File: config.mk
export PLATFORM = sky130hd
export DESIGN_NAME = sc_uart_tx_io
export DESIGN_NICKNAME = d
export VERILOG_FILES = /design/src/rtl/sc_io_pkg.sv /design/src/rtl/sc_fifo.sv /design/src/rtl/sc_uart_tx_io.sv
export SDC_FILE = /design/constraint.sdc
export NUM_CORES = 1
export LEC_CHECK = 0
export CORE_MARGIN = 4
export CORE_UTILIZATION = 40
export CTS_CLUSTER_SIZE = 28
export DETAILED_ROUTE_END_ITERATION = 10
export DONT_BUFFER_PORTS = 1
export PLACE_DENSITY = 0.52
export SLEW_MARGIN = 20
export SYNTH_ARGS = -nofsm -noshare
export SYNTH_HDL_FRONTEND = slang
export SYNTH_SLANG_ARGS = --single-unit
File: constraint.sdc
create_clock -name clock -period 2.9 [get_ports clock]
set_input_delay 0.58 -clock clock [delete_from_list [all_inputs] [get_ports clock]]
set_output_delay 0.58 -clock clock [all_outputs]
set_load 0.02 [all_outputs]
File: src/rtl/sc_io_pkg.sv
// Shared definitions for the single-cycle computer's memory-mapped UART TX:
// bus addresses, status word layout and transmitter state encoding.
package sc_io_pkg;

  localparam logic [31:0] UART_TX_ADDR   = 32'hFFFF_FF00;
  localparam logic [31:0] UART_STAT_ADDR = 32'hFFFF_FF04;

  localparam int ST_BUSY    = 0;
  localparam int ST_FULL    = 1;
  localparam int ST_EMPTY   = 2;
  localparam int ST_OVF     = 3;
  localparam int ST_CNT_LSB = 4;

  typedef enum logic [1:0] {
    TX_IDLE  = 2'd0,
    TX_START = 2'd1,
    TX_DATA  = 2'd2,
    TX_STOP  = 2'd3
  } tx_state_e;

  function automatic logic [31:0] pack_status(
    input logic [4:0] cnt,
    input logic       ovf,
    input logic       empty,
    input logic       full,
    input logic       busy
  );
    logic [31:0] word;
    word                   = 32'h0000_0000;
    word[ST_CNT_LSB +: 5]  = cnt;
    word[ST_OVF]           = ovf;
    word[ST_EMPTY]         = empty;
    word[ST_FULL]          = full;
    word[ST_BUSY]          = busy;
    return word;
  endfunction

endpackage

File: src/rtl/sc_fifo.sv
// Small synchronous FIFO with a separate occupancy counter; a push into a full
// FIFO is accepted only when a pop happens on the same edge.
module sc_fifo #(
  parameter int WIDTH = 8,
  parameter int DEPTH = 4,
  localparam int AW = $clog2(DEPTH),
  localparam int CW = $clog2(DEPTH + 1)
) (
  input  logic             clock,
  input  logic             resetn,
  input  logic             push,
  input  logic             pop,
  input  logic [WIDTH-1:0] din,
  output logic [WIDTH-1:0] dout,
  output logic             full,
  output logic             empty,
  output logic [CW-1:0]    count
);

  logic [WIDTH-1:0] mem [DEPTH];
  logic [AW-1:0]    wr_ptr;
  logic [AW-1:0]    rd_ptr;
  logic             do_push;
  logic             do_pop;

  assign empty   = (count == CW'(0));
  assign full    = (count == CW'(DEPTH));
  assign do_pop  = pop & ~empty;
  assign do_push = push & (~full | do_pop);
  assign dout    = mem[rd_ptr];

  always_ff @(posedge clock) begin
    if (do_push) begin
      mem[wr_ptr] <= din;
    end
  end

  // Pointers wrap naturally because DEPTH is a power of two.
  always_ff @(posedge clock or negedge resetn) begin
    if (!resetn) begin
      wr_ptr <= AW'(0);
      rd_ptr <= AW'(0);
      count  <= CW'(0);
    end else begin
      if (do_push) begin
        wr_ptr <= wr_ptr + AW'(1);
      end
      if (do_pop) begin
        rd_ptr <= rd_ptr + AW'(1);
      end
      case ({do_push, do_pop})
        2'b10:   count <= count + CW'(1);
        2'b01:   count <= count - CW'(1);
        default: count <= count;
      endcase
    end
  end

endmodule

File: src/rtl/sc_uart_tx_io.sv
// Memory-mapped 8N1 UART transmitter: stores to TX_ADDR queue bytes, the
// status word is readable at STAT_ADDR and a store there clears overflow.
module sc_uart_tx_io
  import sc_io_pkg::*;
#(
  parameter int          CLK_DIV    = 434,
  parameter int          FIFO_DEPTH = 4,
  parameter logic [31:0] TX_ADDR    = UART_TX_ADDR,
  parameter logic [31:0] STAT_ADDR  = UART_STAT_ADDR
) (
  input  logic        clock,
  input  logic        resetn,
  input  logic [31:0] addr,
  input  logic [31:0] datain,
  input  logic        we,
  output logic [31:0] dataout,
  output logic        txd,
  output logic        tx_busy
);

  localparam int          CW        = $clog2(FIFO_DEPTH + 1);
  localparam logic [15:0] BAUD_LAST = 16'(CLK_DIV - 1);

  tx_state_e     state;
  tx_state_e     state_next;
  logic [15:0]   baud_cnt;
  logic [15:0]   baud_cnt_next;
  logic [2:0]    bit_idx;
  logic [2:0]    bit_idx_next;
  logic [7:0]    shift;
  logic [7:0]    shift_next;
  logic          txd_next;
  logic          baud_end;
  logic          overflow;
  logic          push_req;
  logic          stat_wr;
  logic          pop;
  logic          fifo_full;
  logic          fifo_empty;
  logic [7:0]    fifo_dout;
  logic [CW-1:0] fifo_count;
  logic [4:0]    count5;
  logic [23:0]   unused_datain;

  assign push_req      = we & (addr == TX_ADDR);
  assign stat_wr       = we & (addr == STAT_ADDR);
  assign baud_end      = (baud_cnt == BAUD_LAST);
  assign count5        = 5'(fifo_count);
  assign unused_datain = datain[31:8];

  sc_fifo #(
    .WIDTH (8),
    .DEPTH (FIFO_DEPTH)
  ) u_fifo (
    .clock  (clock),
    .resetn (resetn),
    .push   (push_req),
    .pop    (pop),
    .din    (datain[7:0]),
    .dout   (fifo_dout),
    .full   (fifo_full),
    .empty  (fifo_empty),
    .count  (fifo_count)
  );

  assign tx_busy = (state != TX_IDLE) | ~fifo_empty;
  assign dataout = (addr == STAT_ADDR)
                 ? pack_status(count5, overflow, fifo_empty, fifo_full, tx_busy)
                 : 32'h0000_0000;

  // A full FIFO still takes the byte when the transmitter pops on the same edge.
  always_ff @(posedge clock or negedge resetn) begin
    if (!resetn) begin
      overflow <= 1'b0;
    end else if (stat_wr) begin
      overflow <= 1'b0;
    end else if (push_req && fifo_full && !pop) begin
      overflow <= 1'b1;
    end
  end

  always_ff @(posedge clock or negedge resetn) begin
    if (!resetn) begin
      state    <= TX_IDLE;
      baud_cnt <= 16'd0;
      bit_idx  <= 3'd0;
      shift    <= 8'h00;
      txd      <= 1'b1;
    end else begin
      state    <= state_next;
      baud_cnt <= baud_cnt_next;
      bit_idx  <= bit_idx_next;
      shift    <= shift_next;
      txd      <= txd_next;
    end
  end

  // txd_next is the line level for the cycle after the edge, keeping txd registered.
  always_comb begin
    state_next    = state;
    baud_cnt_next = baud_cnt;
    bit_idx_next  = bit_idx;
    shift_next    = shift;
    txd_next      = txd;
    pop           = 1'b0;
    case (state)
      TX_IDLE: begin
        baud_cnt_next = 16'd0;
        bit_idx_next  = 3'd0;
        if (!fifo_empty) begin
          pop        = 1'b1;
          shift_next = fifo_dout;
          state_next = TX_START;
          txd_next   = 1'b0;
        end else begin
          txd_next = 1'b1;
        end
      end
      TX_START: begin
        if (baud_end) begin
          baud_cnt_next = 16'd0;
          bit_idx_next  = 3'd0;
          state_next    = TX_DATA;
          txd_next      = shift[0];
        end else begin
          baud_cnt_next = baud_cnt + 16'd1;
        end
      end
      TX_DATA: begin
        if (baud_end) begin
          baud_cnt_next = 16'd0;
          if (bit_idx == 3'd7) begin
            state_next = TX_STOP;
            txd_next   = 1'b1;
          end else begin
            shift_next   = {1'b0, shift[7:1]};
            bit_idx_next = bit_idx + 3'd1;
            txd_next     = shift[1];
          end
        end else begin
          baud_cnt_next = baud_cnt + 16'd1;
        end
      end
      TX_STOP: begin
        if (baud_end) begin
          baud_cnt_next = 16'd0;
          if (!fifo_empty) begin
            pop        = 1'b1;
            shift_next = fifo_dout;
            state_next = TX_START;
            txd_next   = 1'b0;
          end else begin
            state_next = TX_IDLE;
            txd_next   = 1'b1;
          end
        end else begin
          baud_cnt_next = baud_cnt + 16'd1;
        end
      end
      default: begin
        state_next    = TX_IDLE;
        baud_cnt_next = 16'd0;
        bit_idx_next  = 3'd0;
        txd_next      = 1'b1;
      end
    endcase
  end

endmodule
Word level (Yosys, flattened, before mapping)

Memories as Yosys holds them, arrays and structs flattened.
Index checks and enable logic that the tools add are counted.

Reductions and logical operators: 15
$add $sub $neg: 6
$mul: 0
Equal/unequal tests: 16
Divide/modulo/power cells: 0
$lt $le $gt $ge: 0
Shift-type cells: 0
Bitwise logic cells: 8
Mux-type cells: 33

Operators with widths:

| kind                    | count |
|---|---|
| $eq A32 B32 Y1 const B  | 2 |
| $mux W8                 | 4 |
| $pmux W16 S2            | 1 |
| $pmux W8 S3             | 1 |
| $add A16 B1 Y16 const B | 1 |
| $eq A16 B9 Y1 const B   | 1 |
| $mux W16                | 1 |
| $mux W1                 | 12 |
| $ne A2 B2 Y1 const B    | 6 |
| $mux W2                 | 5 |
| $mux W3                 | 3 |
| $pmux W3 S3             | 1 |
| $pmux W2 S4             | 1 |
| $reduce_and A4 Y1       | 2 |
| $mux W7                 | 1 |
| $add A3 B1 Y3 const B   | 2 |
| $eq A2 B2 Y1 const B    | 3 |
| $eq A3 B3 Y1 const B    | 2 |
| $pmux W3 S2             | 1 |
| $reduce_bool A2 Y1      | 3 |
| $reduce_bool A3 Y1      | 2 |
| $reduce_and A5 Y1       | 1 |
| $add A2 B1 Y2 const B   | 2 |
| $and A1 B1 Y1           | 4 |
| 12 further kinds        | 16 |

Bits in writable memories: 32
Bits in read-only memories: 0
Logic and storage cells: 88
Input port bits: 67
Register bits after elaboration: 38
Output and inout bits: 34
Bits in latches: 0
Memories: 1

Memory list:

| memory     | words | bits a word | rd ports | clocked after Yosys merged registers in | wr ports | line          | RTL |
|---|---|---|---|---|---|---|---|
| u_fifo.mem | 4     | 8           | 1        | 0                                       | 1        | sc_fifo.sv:20 | `logic [WIDTH-1:0] mem [DEPTH];` |

Depth between registers and ports, before layout

Depth after elaboration: 9
Mapped depth: 14
Depth with buffers taken out: 13

Cells and area by module

Synthesis repeated with hierarchy kept, for this count alone.

Cells, all modules: 303
Area, all modules: 3712.3 um^2

By module, submodules not included:

| module        | area each (um^2) | times used | cells an instance |
|---|---|---|---|
| sc_uart_tx_io | 2043.2           | 1          | 209 |
| sc_fifo       | 1669.1           | 1          | 94 |

Least setup slack after synthesis

OpenSTA, ideal clock, no wires.

Path kind: input port to output port
Start point: input port addr[3]
End point: output port dataout[1]
Path buffers: 0
Stages on the path: 4
Required time: 2320 ps
Slack: 106 ps
Arrival time: 2214 ps
Cells stage by stage: or4b_1 nor4_2 nand3_1 nor4_1

Cells in the longest elaborated chain, start to end: 2

RTL lines:

| element        | line                | RTL |
|---|---|---|
| from (decl)    | sc_uart_tx_io.sv:13 | `input logic [31:0] addr,` |
| $eq A32 B32 Y1 | sc_uart_tx_io.sv:67 | `assign dataout = (addr == STAT_ADDR)` |
| $mux W7        | sc_uart_tx_io.sv:68 | `? pack_status(count5, overflow, fifo_empty, fifo_full, tx_busy)` |
| to (decl)      | sc_uart_tx_io.sv:16 | `output logic [31:0] dataout,` |

No other way between the ends.

Final worst setup path

Start point: register state[0]
End point: register u_fifo.count[2]

Cells in the longest elaborated chain, start to end: 7

RTL lines:

| element                                           | line                 | RTL |
|---|---|---|
| from (decl)                                       | sc_uart_tx_io.sv:24  | `tx_state_e state;` |
| from (signal assigned)                            | sc_uart_tx_io.sv:90  | `state <= state_next;` |
| $eq A2 B2 Y1 or $logic_not A2 Y1 (tied branches)  | sc_uart_tx_io.sv:106 | `case (state)` |
| $pmux W1 S2 *                                     | sc_uart_tx_io.sv:106 |  |
| $and A1 B1 Y1 *                                   | sc_fifo.sv:28        | `assign do_pop = pop & ~empty;` |
| $or A1 B1 Y1                                      | sc_fifo.sv:29        | `assign do_push = push & (~full \| do_pop);` |
| $and A1 B1 Y1                                     | sc_fifo.sv:29        |  |
| $eq A2 B1 Y1 or $eq A2 B2 Y1 (tied branches)      | sc_fifo.sv:51        | `case ({do_push, do_pop})` |
| $pmux W3 S2 or $reduce_bool A2 Y1 (tied branches) | -                    |  |
| to (signal assigned)                              | sc_fifo.sv:52        | `2'b10: count <= count + CW'(1);` |
| to (signal assigned)                              | sc_fifo.sv:53        | `2'b01: count <= count - CW'(1);` |
| to (signal assigned)                              | sc_fifo.sv:54        | `default: count <= count;` |
| to (decl)                                         | sc_fifo.sv:17        | `output logic [CW-1:0] count` |

Every way passes the cells marked *; elsewhere a longest branch is shown, timed or not.
A chain may end at the register's enable or synchronous reset.

==> flow_summary.yaml <==
final_layout:
  final_area_mm2: 0.003864
  final_nets: 390
  finalNonFillerCells: 421
  syn_to_final_growth_pct: 8.924
  nFillCells: 795
  drive_above_1_share: 0.1438
  fin_util: 0.4452
  diodes: 0
global_routing:
  antenna_found_initial: 0
  grt_pass1_wl_mm: 9.922
  gr-usage-all-layers: 0.1251
  grt_overflow_total: 0
  grt_max_degree: 38
  grt_pass1_vias: 2039
yosys:
  synthesis.area_mm2: 0.003547
  synth-main-ff-cell: "dfrtp_1"
  syn_avg_cell_area_um2: 11.86
  ys_warn_count: 0
  ys_types: 47
  synthArstFlopShare: 0.5429
  yosysSeqAreaShare: 0.5393
  ys_ff_latch: 70
  syn_inst: 299
  synth_enable_flop_cells: 32
critical_path:
  worst_ep_arrival_time_ns: 2.93
  critPathRequiredTime_ns: 3.16
  critPathKind: "register to register"
  crit_family: "adder cells"
  r2r_start: "state[0]"
  r2r_slack_ns: 0.23
  crit_path_end: "u_fifo.count[2]"
  reg2reg_to: "u_fifo.count[2]"
  end_kind: "register"
  cp-startpoint: "state[0]"
  reg2reg_depth: 13
  path_max_fanout: 5
  cpPeakStageDelay_ns: 0.42
  path_depth: 13
  crit_chain: "inv_1, ha_1, nand2b_1, nand4_1, a21oi_1, nor3b_4, inv_1, ha_1, inv_1, fa_1, xor2_1, nor2_1, xnor2_1"
  cp_num_buf_inv: 3
  worst_path_max_delay_cell: "dfrtp_1"
  worst_path_most_repeated_cell: "inv_1"
  worstSetupStartpointType: "register"
placement:
  place_area_mm2: 0.003588
  dp_cells: 404
  hpwl_mm: 4.407
  portBuffers: 0
  gp_congestion: 0.7557
  post-place-ws_ns: 0.09732
timing:
  period_share: 0.9197
  fin_setup_tns_ns: 0
  whs_ns: 0.04983
  fin_crit_ns: 2.667
  rsz0062_at_grt: "no"
  worst_slack_ns: 0.2329
  tightest_slew_ns: 0.6094
  max_slew_margin: 0.5937
  setup_violations: 0
  fmax_ghz: 0.3749
  finalHoldViolCount: 0
  finClkSkew_ns: 0.01108
  slew_viol_final: 0
clock_tree:
  clk_pin_slew_ns: 0.08
  cts_root_buf: "clkbuf_8"
  htreeDepth: 3
  tritoncts: "done"
  cts.sinks: 70
  numCtsBuffers: 9
  clk_latency_ns: 0.35
  clk_path_buf_depth: 2
floorplan:
  die_x_um: 102.2
  rows: 34
  io_pins: 101
  coreArea_mm2: 0.008678
  die_y_um: 102.2
  fp.dieArea_mm2: 0.01044
  start_util: 0.4087
routing:
  routedWlPerCell_um: 14.47
  vias: 2042
  viasPerCell: 4.850
  wl_mm: 6.090
  drcViolationCount: 0
  drt_iter0_drc: 50
  first_pass_iters: 4
  ant_nets: 0
pwr:
  peakVddDrop_mv: 0.3781
  finalPower_mw: 2.063
  p_per_area_mw_per_mm2: 533.9
  p_leak_nw: 1.590
outcome:
  status: "completed"
flow_run:
  cap_viol_max_count: 0
worst_hold_path:
  hold_class: "primary input to async pin"
## registers in the layout, indices dropped and copies added, names as in the netlist
name,flops
shift,8
u_fifo.wr_ptr,2
state,2
baud_cnt,16
u_fifo.rd_ptr,2
overflow,1
u_fifo.count,3
u_fifo.mem,32
txd,1
bit_idx,3
## final cells by class
type / instances / area [um^2] / share of cell area
clock buffers: 10 / 137.6 / 0.03562
clock inverters: 6 / 116.4 / 0.03012
inverters: 15 / 56.30 / 0.01457
multi-input cells: 206 / 1448 / 0.3747
flip-flops and latches: 70 / 1913 / 0.4951
well taps: 108 / 135.1 / 0.03497
repair buffers: 6 / 57.56 / 0.01490
## cells in the mapped netlist (all sizes together), types with 2 or more instances
cell type,number,area share
dfrtp,37,0.26
and4,2,0.0049
xnor2,10,0.025
nand2b,3,0.0053
a21o,2,0.0042
nand4,8,0.014
nor3,4,0.0056
a31oi,8,0.014
and3,2,0.0039
mux4,8,0.051
and2,4,0.0085
mux2,5,0.017
inv,15,0.016
a21oi,5,0.0071
clkbuf,3,0.0032
a22o,2,0.0049
buf,29,0.059
nand4b,2,0.0049
edfxtp,32,0.27
xor2,10,0.025
ha,14,0.049
nor2,39,0.041
nand3,9,0.013
o21ai,2,0.0028
nand2,23,0.024
nor4,4,0.0088
## timing repair
action,4_1_cts,5_1_grt
setup buffers,0,0
resized for setup,0,1
hold buffers,1,0
hold endpoints to repair,37,0
setup endpoints to repair,0,1
## how the worst min path moves through the flow
stage | start | endpoint | slack, ns | depth (start not counted)
2_1_floorplan | resetn | baud_cnt[0] | 0.28 | 0
3_3_place_gp | resetn | baud_cnt[2] | 0.29 | 0
3_5_place_dp | resetn | baud_cnt[2] | 0.29 | 0
4_1_cts | resetn | txd | 0.05 | 0
5_1_grt | resetn | baud_cnt[2] | 0.04 | 1
6_report | resetn | baud_cnt[2] | 0.05 | 1
## cell usage in the layout, fill, tap and decap left out, types with 2 or more instances in the layout
cell type / n
nor2_1: 39
dfrtp_1: 37
edfxtp_1: 32
conb_1: 25
nand2_1: 23
inv_1: 15
ha_1: 14
xnor2_1: 10
xor2_1: 10
clkbuf_8: 10
nand3_1: 9
nand4_1: 8
a31oi_1: 8
mux4_2: 8
a21oi_1: 5
buf_4: 5
nor3_1: 4
and2_2: 4
mux2_2: 4
nor4_1: 3
nand2b_1: 3
bufinv_16: 3
nand4b_1: 2
o21ai_0: 2
a21o_1: 2
a22o_1: 2
inv_6: 2
## layer usage
| layer | share of wire | wire [um] | global-route usage | vias to the layer above |
|---|---|---|---|---|
| met5 | 0 | 0 | 0 | - |
| met4 | 0.0095 | 58 | 0.03633 | 0 |
| met3 | 0.056 | 344 | 0.05119 | 7 |
| met2 | 0.49 | 2959 | 0.1964 | 42 |
| met1 | 0.45 | 2728 | 0.1600 | 974 |
| li1 | - | - | - | 1019 |
## where the power goes
| part | internal [mW] | switching [mW] | leakage [nW] |
|---|---|---|---|
| combinational | 0.00525 | 0.0396 | 0.702 |
| sequential | 1.04 | 0.00000000139 | 0.760 |
| clock | 0.602 | 0.378 | 0.127 |
| total | 1.65 | 0.418 | 1.59 |
## logic make-up after synthesis
logic type                 Yosys count  synth area share
AOI/OAI and AO/OA                   26           0.05433
xor gates and xnor gates            20           0.04938
adders and majority gates           15           0.05503
buffers and inverters               47           0.07831
DFF                                 70            0.5393
muxes                               14           0.07054
other                                1          0.001057
and+or+nand+nor                    106            0.1520
Note: power is estimated with default switching activity, not from simulation.
